**src/rtl/fetch_ctrl.sv**
```systemverilog
`default_nettype none
// ============================================================================
// Module      : fetch_ctrl
// Description : Instruction-fetch sequencer. Chooses the next-PC source,
//               stalls the PC / IF_ID update, and schedules interrupt and
//               exception vectoring. Also tracks the user/kernel mode so that
//               interrupts stay masked while a handler runs.
//
// Ports
//   clk             in   clock
//   rst_n           in   asynchronous active-low reset
//   branch_taken    in   EX-stage branch resolved taken (flushes ID)
//   jump            in   ID holds a j
//   jr              in   ID holds a jr
//   eret            in   ID holds a return-from-handler (always with jr)
//   exception       in   ID holds an undefined / faulting instruction
//   load_use_hazard in   ID must stall one cycle
//   irq             in   external interrupt, level-sensitive
//   PC_IF_ID_Write  out  enables the PC and IF_ID register update
//   select_PC_next  out  one-hot {branch, j, jr}, or 000
//   status          out  {interrupt, exception}; nonzero only when select=000
//   irq_ack         out  one-cycle pulse when the interrupt vector is issued
//   mode            out  USER=00, KERNEL=01, RETURN=10
//
// Build option
//   FETCH_CTRL_IRQ_SYNC_EN : when defined, irq passes through a two-flop
//                            synchronizer before edge detection.
//
// Revision    : 1.0 - initial release
// ============================================================================
module fetch_ctrl (
  input  logic       clk,
  input  logic       rst_n,
  input  logic       branch_taken,
  input  logic       jump,
  input  logic       jr,
  input  logic       eret,
  input  logic       exception,
  input  logic       load_use_hazard,
  input  logic       irq,
  output logic       PC_IF_ID_Write,
  output logic [2:0] select_PC_next,
  output logic [1:0] status,
  output logic       irq_ack,
  output logic [1:0] mode
);

  typedef enum logic [1:0] {
    MODE_USER   = 2'b00,
    MODE_KERNEL = 2'b01,
    MODE_RETURN = 2'b10
  } mode_e;

  localparam logic [2:0] c_SEL_NONE   = 3'b000;
  localparam logic [2:0] c_SEL_BRANCH = 3'b100;
  localparam logic [2:0] c_SEL_J      = 3'b010;
  localparam logic [2:0] c_SEL_JR     = 3'b001;

  localparam logic [1:0] c_ST_NONE = 2'b00;
  localparam logic [1:0] c_ST_EXC  = 2'b01;
  localparam logic [1:0] c_ST_IRQ  = 2'b10;

  // Kept as a plain 2-bit vector so the unused 11 encoding is representable
  // and recoverable.
  logic [1:0] r_mode;
  logic [1:0] w_mode_next;
  logic       r_irq_pending;
  logic       r_irq_prev;
  logic       w_irq_int;
  logic       w_irq_rise;

  // --------------------------------------------------------------------------
  // Interrupt input conditioning
  // --------------------------------------------------------------------------
`ifdef FETCH_CTRL_IRQ_SYNC_EN
  logic [1:0] r_irq_sync;

  always_ff @(posedge clk or negedge rst_n) begin
    if (!rst_n) begin
      r_irq_sync <= 2'b00;
    end else begin
      r_irq_sync <= {r_irq_sync[0], irq};
    end
  end

  assign w_irq_int = r_irq_sync[1];
`else
  assign w_irq_int = irq;
`endif

  // The previous-sample flop resets high: a level that is already asserted
  // when reset lifts is not an edge; it must fall and rise again.
  assign w_irq_rise = w_irq_int & ~r_irq_prev;

  // --------------------------------------------------------------------------
  // Per-cycle decision (first match wins)
  // --------------------------------------------------------------------------
  always_comb begin
    PC_IF_ID_Write = 1'b1;
    select_PC_next = c_SEL_NONE;
    status         = c_ST_NONE;
    irq_ack        = 1'b0;

    // Baseline next state: RETURN is a one-cycle guard, the unused encoding
    // falls back to USER, USER/KERNEL hold.
    case (r_mode)
      MODE_USER:   w_mode_next = MODE_USER;
      MODE_KERNEL: w_mode_next = MODE_KERNEL;
      MODE_RETURN: w_mode_next = MODE_USER;
      default:     w_mode_next = MODE_USER;
    endcase

    if (branch_taken) begin
      // ID is flushed, so every ID-stage request (and the stall) is dropped.
      select_PC_next = c_SEL_BRANCH;
    end else if (load_use_hazard) begin
      // ID requests are re-presented next cycle; hold the RETURN guard too.
      PC_IF_ID_Write = 1'b0;
      if (r_mode == MODE_RETURN) begin
        w_mode_next = MODE_RETURN;
      end
    end else if (exception) begin
      status      = c_ST_EXC;
      w_mode_next = MODE_KERNEL;
    end else if (jr) begin
      select_PC_next = c_SEL_JR;
      // eret outside KERNEL is just a jr.
      if (eret && (r_mode == MODE_KERNEL)) begin
        w_mode_next = MODE_RETURN;
      end
    end else if (jump) begin
      select_PC_next = c_SEL_J;
    end else if ((r_mode == MODE_USER) && r_irq_pending) begin
      status      = c_ST_IRQ;
      irq_ack     = 1'b1;
      w_mode_next = MODE_KERNEL;
    end
  end

  assign mode = r_mode;

  // --------------------------------------------------------------------------
  // State registers
  // --------------------------------------------------------------------------
  always_ff @(posedge clk or negedge rst_n) begin
    if (!rst_n) begin
      r_mode        <= MODE_USER;
      r_irq_pending <= 1'b0;
      r_irq_prev    <= 1'b1;
    end else begin
      r_mode        <= w_mode_next;
      r_irq_prev    <= w_irq_int;
      // A new edge in the same cycle as the ack wins over the clear.
      r_irq_pending <= w_irq_rise | (r_irq_pending & ~irq_ack);
    end
  end

endmodule
`default_nettype wire

```
**config.mk**
```make
export PLATFORM = sky130hd
export DESIGN_NAME = fetch_ctrl
export DESIGN_NICKNAME = d
export VERILOG_FILES = /design/src/rtl/fetch_ctrl.sv
export SDC_FILE = /design/constraint.sdc
export NUM_CORES = 1
export LEC_CHECK = 0
export CORE_AREA = 2 2 39 41
export DETAILED_ROUTE_END_ITERATION = 10
export DIE_AREA = 0 0 41 43
export SLEW_MARGIN = 20
export SYNTH_ARGS = -nofsm -noshare
export SYNTH_HDL_FRONTEND = slang
export SYNTH_SLANG_ARGS = --single-unit
export TNS_END_PERCENT = 50
```
**constraint.sdc**
```tcl
create_clock -name clk -period 3.3 [get_ports clk]
set_clock_uncertainty 0.1 [all_clocks]
set_input_delay 0.495 -clock clk [delete_from_list [all_inputs] [get_ports clk]]
set_output_delay 0.495 -clock clk [all_outputs]
set_load 0.1 [all_outputs]
```
Word-level counts from Yosys, hierarchy flattened
Cells that the tools add are included.
{"block": "totals", "memories": 0, "output_inout_bits": 9, "ram_bits": 0, "latch_bits": 0, "register_bits": 4, "romBits": 0}
{"block": "classes", "multipliers": 0, "n_addsub": 0, "shifts": 0, "muxes": 28, "div_mod_pow": 0, "n_reduce_logical": 3, "eq_ne": 2, "magnitude_cmp": 0, "bitwise": 5}
{"cell": "$mux W2", "n": 16}
{"cell": "$mux W1", "n": 11}
{"cell": "$mux W3", "n": 1}
{"cell": "$and A1 B1 Y1", "n": 2}
{"cell": "$eq A2 B1 Y1 const B", "n": 1}
{"cell": "$eq A2 B2 Y1 const B", "n": 1}
{"cell": "$logic_and A1 B1 Y1", "n": 2}
{"cell": "$logic_not A2 Y1", "n": 1}
{"cell": "$not A1 Y1", "n": 2}
{"cell": "$or A1 B1 Y1", "n": 1}

Longest topological paths before layout
{"block": "logic_depth", "depth_word": 11, "mapped_depth": 3, "mapped_depth_nobuf": 3}

Worst setup path before layout
OpenSTA, ideal clock, no wires.
{"block": "synth_timing", "path_type": "input -> output", "start": "in load_use_hazard", "end": "out status[0]", "path_stages": 1, "required_time_ps": 2705, "arrival_time_ps": 2707, "setup_slack_ps": -2, "cell_sequence": "nor3b_1"}
{"block": "synth_between", "elab_chain_cells": 2}
{"item": "start, declared", "line_no": "39", "text": "input logic load_use_hazard,"}
{"item": "$mux W2", "line_no": "116", "text": "end else if (load_use_hazard) begin"}
{"item": "$mux W2", "line_no": "113", "text": "if (branch_taken) begin"}
{"item": "end, declared", "line_no": "43", "text": "output logic [1:0] status,"}
Every way passes these cells.

Worst setup path in the final report
{"block": "layout_timing", "start": "in jr", "end": "out status[1]"}
{"block": "layout_between", "elab_chain_cells": 4}
{"item": "start, declared", "line_no": "36", "text": "input logic jr,"}
{"item": "$mux W2", "line_no": "125", "text": "end else if (jr) begin"}
{"item": "$mux W2", "line_no": "122", "text": "end else if (exception) begin"}
{"item": "$mux W2", "line_no": "116"}
{"item": "$mux W2", "line_no": "113"}
Every way passes these cells.

==> qor.csv <==
metric,value,unit
cts_tree,yes,
grt_pass1_vias,237,
ys_warn_count,0,
power.leakage,0.200,nW
grt_pass1_wl,959,um
ys_ff_latch,4,
viasPerCell,4.03,
num_rows,14,
ant_nets,0,
path_class,input pin to primary output,
synth.top_cell.area_share,30.8,%
n_fill_cell,155,
rsz0062_at_grt,false,
seq_area,101,um2
die_area,0.00176,mm2
period_minus_slack,2.45,ns
peakVddDrop,0.203,mV
post_cts_buffers,0,
setup_viol,0,
fp.dieH,43,um
async_flop_share,100,%
vias,242,
syn_area,244,um2
worstPathMaxFanout,5,
holdBufCountCts,0,
die_w,41,um
cp.arrival,1.85,ns
drive_gt1_share,40.9,%
hold_viol,0,
root_buffer,clkbuf_4,
slowest_stage,clkdlybuf4s50_1,
path_clk_slew,0.04,ns
path_cells,"clkdlybuf4s50_1, nor4b_2, and3_1, buf_4",
synth_area_leaders,"dfrtp_1 (31%), dfstp_2 (11%), buf_4 (6.2%), nor4b_2 (6.2%), nand2b_1 (5.1%)",
final.setup.tns,0,ns
antenna_found_initial,0,
io_buffers,17,
numCtsBuffers,3,
finalNetCount,54,
drtIter0Drc,3,
cts_resized,0,
critical_path.max_stage_delay,0.49,ns
holdWs,0.356,ns
place_ws,0.824,ns
grt_overflow,0,
yosysSeqAreaShare,41.5,%
avgSynthCellArea,9.76,um2
initial_core_util,17.6,%
ys.flop_type,dfrtp_1,
synth_cell_types,18,
drv_slew,0,
drv_cap,0,
critPathLaunchType,input pin,
status,completed,
area_growth_syn_to_layout,75.4,%
ioPinCount,18,
netlist_instances,25,
setup_ws,0.850,ns
powerDensity,462,mW/mm2
core-area,0.00138,mm2
antenna_cells,0,
first_pass_iters,2,
multi_input_area,121,um2
end_kind,primary output,
wl_per_cell,9.65,um
clock_sinks,4,
critical_path_required,2.70,ns
hpwl,474,um
place_congestion,0.656,
yosys-top-cells-count,"dfrtp_1 (3), inv_1 (3), buf_4 (2), nand2b_1 (2), o22ai_1 (2)",
cts-htree-levels,1,
grt_max_degree,8,
hp-class,input pin to asynchronous set/reset pin,
track_usage,8.45,%
drt_wl_total,579,um
clock.fmax,408,MHz
period_share,74.2,%
finalPower,0.198,mW
synth_edf_count,0,
drt_drc_violations_left,0,
synth_largest_area_cell,dfrtp_1,
tightest_slew,0.281,ns
cts_buffer_depth,2,
syn-num-nets,34,
slew_headroom,81.5,%
insertion_delay,0.24,ns
-- worst paths after layout --
| kind | from | to | slack (ns) | depth (start not counted) |
|---|---|---|---|---|
| worst min-delay path | rst_n | mode[0] | 0.36 | 1 |
| worst max-delay path | jr | status[1] | 0.85 | 4 |
| worst max register to register | mode[1] | r_irq_pending | 2.00 | 3 |
| max in group asynchronous | rst_n | r_irq_prev | 2.51 | 1 |
| worst min register to register | r_irq_pending | r_irq_pending | 0.41 | 2 |
| min in group clk | r_irq_pending | r_irq_pending | 0.41 | 2 |
-- per-stage QoR --
step / instance area [um2] / util (%) / cells
detailed placement: 402 / 29.0 / 56
finish: 428 / 30.9 / 60
floorplan: 249 / - / 25
global route: 428 / 30.9 / 60
global placement: 402 / 29.0 / 56
CTS: 428 / 30.9 / 60
-- cells in the final DEF (no fill, tap or decap) --
cell type	instances
and2_2	1
nor3_2	1
and3_1	1
nor3b_2	1
clkbuf_1	1
nand2_1	1
inv_1	3
o22ai_1	2
clkbuf_4	3
nand3_1	1
buf_4	9
clkdlybuf4s50_1	8
o32ai_1	1
dfstp_2	1
nor4b_2	1
dfrtp_1	3
nand3b_1	1
and3b_2	1
a21oi_1	1
nor3_1	1
nand2b_1	2
-- kinds of logic after synthesis --
| logic type | count (synthesis) | synth area share (%) |
|---|---|---|
| DFF | 4 | 41.5 |
| and+or+nand+nor | 12 | 36.9 |
| AOI/OAI and AO/OA | 4 | 10.8 |
| buffers and inverters | 5 | 10.8 |
-- cell type report --
cell class,count,share of cell area [%]
inverter,3,2.63
sequential,4,23.7
tap,16,4.68
clock buffer,4,6.14
timing repair buffer,17,34.5
multi-input combinational,16,28.4
-- worst max-delay path, delay by kind of cell --
family | cells | cell delay (ns)
buffers and inverters | 2 | 0.80
and+or+nand+nor | 2 | 0.57
-- registers in the layout, indices dropped and copies added (netlist names) --
| register | flops |
|---|---|
| r_irq_pending | 1 |
| mode | 2 |
| r_irq_prev | 1 |
-- power breakdown --
group          internal, mW  total, mW  switching, mW
registers            0.0536     0.0570        0.00347
clock network        0.0455     0.0682         0.0227
logic                0.0206     0.0724         0.0518
-- layer usage --
metal | track usage (%) | part of all wire, %
met4 | 4.00 | 0
met2 | 10.3 | 50
met5 | 0 | 0
met1 | 10.7 | 42
met3 | 6.28 | 7.8
Note: power is estimated with default switching activity, not from simulation.
